===== src/rtl/led_seq_pkg.sv =====
// Shared constants for the LED colour sequencer.
// Encodings for the per-channel mode and direction inputs.
package led_seq_pkg;
  localparam logic MODE_WRAP   = 1'b0;
  localparam logic MODE_BOUNCE = 1'b1;
  localparam logic DIR_UP      = 1'b0;
  localparam logic DIR_DOWN    = 1'b1;
endpackage


===== src/rtl/led_seq_channel.sv =====
// One sequencer channel: colour register, bounce heading and endpoint pulse.
// Steps through FIRST..LAST on each tick while button is held.
module led_seq_channel
  import led_seq_pkg::*;
#(
  parameter int WIDTH = 3,
  parameter int FIRST = 1,
  parameter int LAST  = 6
) (
  input  logic             clk,
  input  logic             rst_n,
  input  logic             tick,
  input  logic             button,
  input  logic             dir,
  input  logic             mode,
  input  logic             clr,
  output logic [WIDTH-1:0] colour,
  output logic             wrap_pulse
);

  localparam logic [WIDTH-1:0] LO  = WIDTH'(FIRST);
  localparam logic [WIDTH-1:0] HI  = WIDTH'(LAST);
  localparam logic [WIDTH-1:0] ONE = WIDTH'(1);
  // Turnaround targets; a single-code range never leaves its endpoint.
  localparam logic [WIDTH-1:0] HI_TURN =
    (FIRST == LAST) ? WIDTH'(LAST) : WIDTH'(LAST - 1);
  localparam logic [WIDTH-1:0] LO_TURN =
    (FIRST == LAST) ? WIDTH'(FIRST) : WIDTH'(FIRST + 1);

  logic [WIDTH-1:0] colour_d;
  logic             heading, heading_d;
  logic             pulse_d;
  logic             advance, in_range, at_hi, at_lo;
  logic             load, step_wrap, step_bounce;

  assign advance     = tick & button & ~clr;
  assign in_range    = (colour >= LO) && (colour <= HI);
  assign at_hi       = (colour == HI);
  assign at_lo       = (colour == LO);
  assign load        = advance & ~in_range;
  assign step_wrap   = advance & in_range & (mode == MODE_WRAP);
  assign step_bounce = advance & in_range & (mode == MODE_BOUNCE);

  always_ff @(posedge clk or negedge rst_n) begin
    if (!rst_n) begin
      colour     <= '0;
      heading    <= DIR_UP;
      wrap_pulse <= 1'b0;
    end else begin
      colour     <= colour_d;
      heading    <= heading_d;
      wrap_pulse <= pulse_d;
    end
  end

  always_comb begin
    colour_d  = colour;
    heading_d = heading;
    pulse_d   = 1'b0;
    unique case (1'b1)
      clr: begin
        colour_d  = '0;
        heading_d = DIR_UP;
      end
      load: begin
        colour_d  = (dir == DIR_DOWN) ? HI : LO;
        heading_d = dir;
      end
      step_wrap: begin
        if (dir == DIR_UP) begin
          colour_d = at_hi ? LO : colour + ONE;
          pulse_d  = at_hi;
        end else begin
          colour_d = at_lo ? HI : colour - ONE;
          pulse_d  = at_lo;
        end
      end
      step_bounce: begin
        if (heading == DIR_UP) begin
          if (at_hi) begin
            colour_d  = HI_TURN;
            heading_d = DIR_DOWN;
            pulse_d   = 1'b1;
          end else begin
            colour_d = colour + ONE;
          end
        end else begin
          if (at_lo) begin
            colour_d  = LO_TURN;
            heading_d = DIR_UP;
            pulse_d   = 1'b1;
          end else begin
            colour_d = colour - ONE;
          end
        end
      end
      default: ;
    endcase
  end

endmodule


===== src/rtl/led_sequencer.sv =====
// Multi-channel LED colour sequencer: shared prescaler feeding
// CHANNELS independent colour stepping channels.
module led_sequencer
  import led_seq_pkg::*;
#(
  parameter int CHANNELS = 2,
  parameter int WIDTH    = 3,
  parameter int DIVIDE   = 4,
  parameter int FIRST    = 1,
  parameter int LAST     = 6
) (
  input  logic                      clk,
  input  logic                      rst_n,
  input  logic [CHANNELS-1:0]       button,
  input  logic [CHANNELS-1:0]       dir,
  input  logic [CHANNELS-1:0]       mode,
  input  logic [CHANNELS-1:0]       clr,
  output logic [CHANNELS*WIDTH-1:0] colour,
  output logic [CHANNELS-1:0]       wrap_pulse,
  output logic                      tick
);

  localparam int CW = (DIVIDE > 1) ? $clog2(DIVIDE) : 1;
  localparam logic [CW-1:0] TOP = CW'(DIVIDE - 1);

  logic [CW-1:0] count;

  // Tick is registered so it reads low in reset even when DIVIDE is 1.
  always_ff @(posedge clk or negedge rst_n) begin
    if (!rst_n) begin
      count <= '0;
      tick  <= 1'b0;
    end else begin
      tick  <= (count == TOP);
      count <= (count == TOP) ? '0 : count + CW'(1);
    end
  end

  for (genvar i = 0; i < CHANNELS; i++) begin : g_ch
    led_seq_channel #(
      .WIDTH (WIDTH),
      .FIRST (FIRST),
      .LAST  (LAST)
    ) u_ch (
      .clk        (clk),
      .rst_n      (rst_n),
      .tick       (tick),
      .button     (button[i]),
      .dir        (dir[i]),
      .mode       (mode[i]),
      .clr        (clr[i]),
      .colour     (colour[i*WIDTH +: WIDTH]),
      .wrap_pulse (wrap_pulse[i])
    );
  end

endmodule


===== config.mk =====
export PLATFORM = sky130hd
export DESIGN_NAME = led_sequencer
export DESIGN_NICKNAME = d
export VERILOG_FILES = /design/src/rtl/led_seq_pkg.sv /design/src/rtl/led_seq_channel.sv /design/src/rtl/led_sequencer.sv
export SDC_FILE = /design/constraint.sdc
export NUM_CORES = 1
export LEC_CHECK = 0
export ABC_AREA = 0
export ABC_CLOCK_PERIOD_IN_PS = 2100
export BUFFER_PORTS_ARGS = -buffer_cell sky130_fd_sc_hd__buf_2
export CORE_MARGIN = 1
export CORE_UTILIZATION = 50
export CTS_CLUSTER_SIZE = 14
export DETAILED_ROUTE_END_ITERATION = 16
export PLACE_DENSITY = 0.7
export SLEW_MARGIN = 10
export SYNTH_ARGS = -nofsm -noshare
export SYNTH_HDL_FRONTEND = slang
export SYNTH_SLANG_ARGS = --single-unit

===== constraint.sdc =====
create_clock -name clk -period 2.1 [get_ports clk]
set_input_delay 0.21 -clock clk [delete_from_list [all_inputs] [get_ports clk]]
set_output_delay 0.21 -clock clk [all_outputs]
set_load 0.1 [all_outputs]

==> results of run 1 <==
[area by class of cell]
class	count	area, um2	area share
Tap cell	28	35.0	0.0264
Clock buffer	3	22.5	0.0169
Clock inverter	1	5.00	0.00377
Timing Repair Buffer	22	123	0.0923
Sequential cell	13	335	0.252
Inverter	9	33.8	0.0254
Multi-Input combinational cell	110	774	0.583
[worst max-delay path by stage]
stage / start / endpoint / slack, ns / depth (start not counted)
detailed placement: g_ch[0].u_ch.colour[1]$_DFFE_PN0P_ / g_ch[0].u_ch.heading$_DFFE_PN0P_ / 0.13 / 7
global placement: g_ch[0].u_ch.colour[1]$_DFFE_PN0P_ / g_ch[0].u_ch.heading$_DFFE_PN0P_ / 0.14 / 7
CTS: g_ch[0].u_ch.colour[1]$_DFFE_PN0P_ / g_ch[0].u_ch.heading$_DFFE_PN0P_ / 0.12 / 7
global route: g_ch[0].u_ch.colour[1]$_DFFE_PN0P_ / g_ch[0].u_ch.colour[1]$_DFFE_PN0P_ / 0.02 / 6
finish: g_ch[0].u_ch.colour[0]$_DFFE_PN0P_ / g_ch[0].u_ch.heading$_DFFE_PN0P_ / 0.11 / 6
floorplan: g_ch[0].u_ch.colour[1]$_DFFE_PN0P_ / g_ch[0].u_ch.heading$_DFFE_PN0P_ / -0.006 / 6
[state kept, by name (all words and copies together) (netlist names)]
register,count
tick,1
count,2
g_ch.u_ch.wrap_pulse,2
g_ch.u_ch.heading,2
g_ch.u_ch.colour,6
[metrics by stage]
| stage | setup WS, ns | power, W | instance area, um2 | setup TNS, ns |
|---|---|---|---|---|
| after floorplan | -0.00642 | 0.000457 | 1220 | -0.00642 |
| after global placement | 0.137 | 0.000500 | 1290 | 0 |
| after detailed placement | 0.133 | 0.000503 | 1290 | 0 |
| after CTS | 0.118 | 0.000662 | 1330 | 0 |
| after global routing | 0.0195 | 0.000692 | 1330 | 0 |
| final | 0.107 | 0.000655 | 1330 | 0 |
[synth_stat cells (2+ instances only)]
cell type,n
mux2i_1,7
nand2_1,7
a211o_1,2
o21ai_0,8
and2_1,3
o31a_1,2
nand2b_1,5
clkbuf_1,3
a221oi_1,2
dfrtp_1,13
inv_1,9
ha_1,9
a311oi_1,2
a21oi_1,15
buf_4,2
nor2_1,11
clkbuf_8,3
nor4_1,2
a211oi_1,7
nor3_1,5
[per-layer routing]
metal  vias to the layer above  global-route usage  routed length [um]
met2                        38               0.357                1200
met5                         -                   0                   0
met4                         0              0.0495                  29
met1                       578               0.326                1320
li1                        555                   -                   -
met3                         4              0.0565                 181
[where the power goes]
part / switching [W] / internal (W)
Sequential: 0.0000204 / 0.000260
Clock: 0.0000814 / 0.0000707
Combinational: 0.000143 / 0.0000799
[worst register-to-register path: cells and delay by family (launching register included)]
family                     cells  cell delay, ns
AOI/OAI and AO/OA              3            0.35
adders and majority gates      1            0.25
DFF                            1            0.53
and+or+nand+nor                2            0.74
[cells in the final DEF, fill, tap and decap left out, types with 2 or more instances in the layout]
master,Yosys,layout
a211o_1,2,2
a211oi_1,7,7
a21oi_1,15,15
a221oi_1,2,2
a311oi_1,2,2
and2_1,3,3
buf_2,1,18
buf_4,2,3
clkbuf_4,0,3
dfrtp_1,13,9
dfrtp_2,0,2
dfrtp_4,0,2
ha_1,9,7
ha_2,0,2
inv_1,9,9
mux2i_1,7,7
nand2_1,7,7
nand2b_1,5,5
nor2_1,11,11
nor3_1,5,5
nor4_1,2,2
o21ai_0,8,8
o31a_1,2,2
[timing repair]
action	4_1_cts	5_1_grt
endpoints found under the setup margin	0	1
hold buffers	1	0
hold endpoints to repair	13	0
resized for setup	0	1
[cell families (layout without fill, tap and decap cells)]
group                    after synthesis  after routing  synth area share
adder cells (fa/ha/maj)                9              9            0.0929
AO/OA/AOI/OAI                         51             51             0.290
flip-flops                            13             13             0.268
multiplexers                           8              8            0.0671
buffers and inverters                 19             35            0.0970
AND/OR/NAND/NOR                       42             42             0.185
==> qor.csv, run 1 <==
stage,metric,value,unit
status,status,"complete, no violations",
synth,postSynthAreaPerCell,8.54,um2
floorplanning,coreArea,0.00225,mm2
detailed_routing,viasPerCell,6.32,
global_routing,grt_pass1_wl,4.53,mm
global_routing,overflow,0,
worst_hold_path,holdPathStages,2,
critical_path,r2r_cells,6,
critical_path,worstPathMaxFanout,9,
global_routing,track_usage,0.231,
timing,hold_viol,0,
worst_hold_path,hold_start,clr[1],
critical_path,rr_endpoint,g_ch[0].u_ch.heading$_DFFE_PN0P_,
timing,relSlewSlack,0.680,
timing,hold_ws,0.148,ns
detailed_routing,first_pass_iters,4,
critical_path,r2r_start,g_ch[0].u_ch.colour[0]$_DFFE_PN0P_,
synth,ys_types,45,
cts,insertion_delay,0.28,ns
cts,postCtsSetupRepairBufs,0,
critical_path,path_buf_inv,0,
synth,ys.flop_type,dfrtp_1,
synth,syn-cell-area,0.00121,mm2
detailed_routing,wl_per_cell,14.7,um
cells_and_area,n_antenna_cell,0,
cells_and_area,drive_above_1_share,0.228,
power_and_ir_drop,peakVddDrop,302,uV
critical_path,crit_chain,ha_2 > or4_4 > o21a_1 > nor2_1 > a31o_1 > a221oi_2,
floorplanning,dieArea,0.00263,mm2
synth,ys_ff_latch,13,
floorplanning,die_h,51.2,um
cells_and_area,nets,178,
timing,drv_slew,0,
critical_path,cp-start-kind,register,
cts,numCtsBuffers,3,
detailed_routing,wirelength,2.73,mm
synth,yosys.area.top_type,dfrtp_1,
cts,root_buffer,clkbuf_4,
cells_and_area,post-route-util,0.589,
timing,timing.final.crit_share,0.949,
timing,worst_pin_slew,0.480,ns
synth,synth_nets,161,
critical_path,required,2.26,ns
floorplanning,pin_count,19,
placed_design,gp_congestion,0.918,
global_routing,grt_max_degree,18,
worst_hold_path,hold_path.class,in -> reg,
placed_design,numPortBuffers,18,
synth,seq_area_frac_synth,0.268,
critical_path,arrival,2.15,ns
timing,rsz0062_at_grt,false,
floorplanning,rows,17,
synth,synthArstFlopShare,1.00,
critical_path,cpPeakStageDelay,0.55,ns
critical_path,endpoint_kind,register,
critical_path,ff2ff_setup_slack,0.11,ns
synth,synth_top_area_share,0.268,
timing,period_needed,1.99,ns
floorplanning,fp.dieW,51.2,um
cells_and_area,area_delta_synth_final,9.60,%
global_routing,grt_pass1_vias,1020,
power_and_ir_drop,cellLeakagePower,0.587,nW
synth,synth_edf_count,0,
power_and_ir_drop,power_density,493,mW/mm2
flow_run,cap_violations,0,
detailed_routing,vias,1175,
placed_design,place_inst,181,
timing,fin_skew,0.00350,ns
floorplanning,start_util,0.538,
synth,syn_inst,142,
detailed_routing,first_iter_violations,35,
placed_design,dp_hpwl,2.04,mm
detailed_routing,ant_nets,0,
cts,ctsLongestPathBuffers,2,
critical_path,cpLargestDelayFamily,simple AND/OR/NAND/NOR gates,
cts,tritoncts,built,
detailed_routing,drc,0,
worst_hold_path,hold_end,g_ch[1].u_ch.colour[1]$_DFFE_PN0P_,
synth,synth_warnings,0,
timing,report.final.setup_viol,0,
cells_and_area,final_cells,186,
cts,clock-sinks,13,
timing,fmax,502,MHz
global_routing,antenna_found_initial,0,
critical_path,crit_slowest_cell,or4_4,
synth,synth_area_leaders,"dfrtp_1 (27%), ha_1 (9.3%), a21oi_1 (6.2%)",
cts,clk_pin_slew,0.08,ns
critical_path,critical_path_class,reg -> reg,
cts,cts_max_level,1,
cells_and_area,fill_cells,240,
Note: power is estimated with default switching activity, not from simulation.
==> run 2: changes to the inputs <==
Settings changed: ABC_CLOCK_PERIOD_IN_PS 2100 to 2400.
Clock period 2.1 ns to 2.4 ns, I/O delays scaled along.
==> qor.csv, run 2 (synthesized netlist as in run 1, its figures left out) <==
stage,metric,value,unit
detailed_routing,wl_per_cell,14.7,um
detailed_routing,first_pass_iters,5,
cells_and_area,area_delta_synth_final,7.33,%
timing,fmax,498,MHz
power_and_ir_drop,power_density,443,mW/mm2
floorplanning,dieArea,0.00263,mm2
cells_and_area,layout_commonest_cell,buf_2,
detailed_routing,viasPerCell,5.97,
critical_path,rr_endpoint,g_ch[0].u_ch.heading$_DFFE_PN0P_,
cells_and_area,drive_above_1_share,0.192,
critical_path,r2r_cells,7,
cts,tritoncts,built,
cts,numCtsBuffers,3,
floorplanning,coreArea,0.00225,mm2
detailed_routing,first_iter_violations,25,
critical_path,r2r_start,g_ch[0].u_ch.colour[1]$_DFFE_PN0P_,
detailed_routing,vias,1099,
cts,clock-sinks,13,
cells_and_area,largest_reg_flops,6,
timing,rsz0062_at_grt,false,
timing,worst_pin_slew,0.484,ns
global_routing,grt_pass1_wl,4.54,mm
power_and_ir_drop,peakVddDrop,322,uV
detailed_routing,ant_nets,0,
power_and_ir_drop,cellLeakagePower,0.583,nW
critical_path,endpoint,g_ch[0].u_ch.heading$_DFFE_PN0P_,
global_routing,antenna_found_initial,0,
floorplanning,fp.dieW,51.2,um
worst_hold_path,holdPathStages,2,
critical_path,cp-start-kind,register,
critical_path,required,2.55,ns
critical_path,critical_path_class,reg -> reg,
cells_and_area,fill_cells,220,
global_routing,grt_max_degree,18,
placed_design,gp_congestion,0.907,
critical_path,arrival,2.16,ns
cts,ctsLongestPathBuffers,2,
critical_path,endpoint_kind,register,
floorplanning,rows,17,
critical_path,worstPathMaxFanout,7,
cts,clk_pin_slew,0.09,ns
cts,root_buffer,clkbuf_4,
floorplanning,start_util,0.538,
cells_and_area,post-route-util,0.577,
critical_path,setup.worst_path.start,g_ch[0].u_ch.colour[1]$_DFFE_PN0P_,
global_routing,overflow,0,
floorplanning,pin_count,19,
timing,tns,0,ns
cells_and_area,final_cell_mix,"buf_2 (18), a21oi_1 (15), nor2_1 (11), dfrtp_1 (11)",
timing,hold_viol,0,
timing,report.final.setup_viol,0,
status,status,"complete, no violations",
placed_design,dp_hpwl,2.00,mm
timing,drv_slew,0,
cells_and_area,nets,176,
cells_and_area,largest-register,g_ch.u_ch.colour,
global_routing,grt_pass1_vias,1036,
detailed_routing,drc,0,
timing,period_needed,2.01,ns
cts,insertion_delay,0.27,ns
critical_path,ff2ff_setup_slack,0.39,ns
detailed_routing,wirelength,2.70,mm
flow_run,cap_violations,0,
worst_hold_path,hold_path.class,in -> reg,
timing,timing.final.crit_share,0.837,
floorplanning,die_h,51.2,um
placed_design,numPortBuffers,18,
global_routing,track_usage,0.225,
cts,cts_max_level,1,
timing,fin_skew,0.00695,ns
power_and_ir_drop,power.total,0.000576,W
timing,relSlewSlack,0.680,
cells_and_area,n_antenna_cell,0,
-- run 2: cell types whose count changed in the layout (fill, tap and decap cells not counted) --
cell / delta
buf_4: -2
dfrtp_1: +2
dfrtp_4: -2
ha_1: +2
ha_2: -2
-- run 2: per-stage QoR --
step	cells	instance area (um2)	setup slack (ns)	hold WS (ns)
2_1_floorplan	142	1210	0.0145	-0.0556
3_3_place_gp	179	1260	0.435	0.144
3_5_place_dp	179	1260	0.415	0.149
4_1_cts	184	1300	0.397	0.157
5_1_grt	184	1300	0.196	0.176
6_report	184	1300	0.391	0.158
-- run 2: repair_timing --
item	CTS	global route
hold buffers	1	0
endpoints found under the hold margin	13	0
gates resized for setup	0	0
buffers inserted	0	0
-- run 2: how the worst min path moves through the flow --
stage,from,endpoint
after detailed placement,rst_n,g_ch[1].u_ch.colour[0]$_DFFE_PN0P_
after global placement,rst_n,g_ch[1].u_ch.colour[2]$_DFFE_PN0P_
after floorplan,rst_n,count[0]$_DFF_PN0_
final,clr[1],g_ch[1].u_ch.colour[1]$_DFFE_PN0P_
after global routing,clr[1],g_ch[1].u_ch.colour[1]$_DFFE_PN0P_
after CTS,clr[1],g_ch[1].u_ch.colour[1]$_DFFE_PN0P_
-- run 2: report_power, final --
group | internal (W) | switching, W | total [W]
Sequential | 0.000226 | 0.0000186 | 0.000245
Combinational | 0.0000676 | 0.000126 | 0.000193
Clock | 0.0000616 | 0.0000760 | 0.000138
Total | 0.000356 | 0.000220 | 0.000576
-- run 2: area by class of cell --
class | count | area, um2 | area share
clock buffer | 3 | 22.5 | 0.0173
clock inverter | 1 | 5.00 | 0.00385
inverter | 9 | 33.8 | 0.0260
multi-input combinational | 110 | 769 | 0.591
sequential | 13 | 328 | 0.252
tap | 28 | 35.0 | 0.0269
timing repair buffer | 20 | 108 | 0.0827
-- run 2: routing by layer --
layer	vias up	part of all wire	wire [um]	track usage
met2	39	0.42	1130	0.342
met1	506	0.51	1390	0.322
met5	-	0	0	0
met4	0	0.0056	15	0.0586
li1	552	-	-	-
met3	2	0.060	161	0.0476
-- run 2: worst max-delay path, cell delays in order (launching register included) --
cell      delay (ns)
dfrtp_2         0.42
inv_1           0.09
ha_1            0.27
or4_4           0.57
o21a_1          0.14
nor2_1          0.19
a31o_1          0.16
a221oi_2        0.06
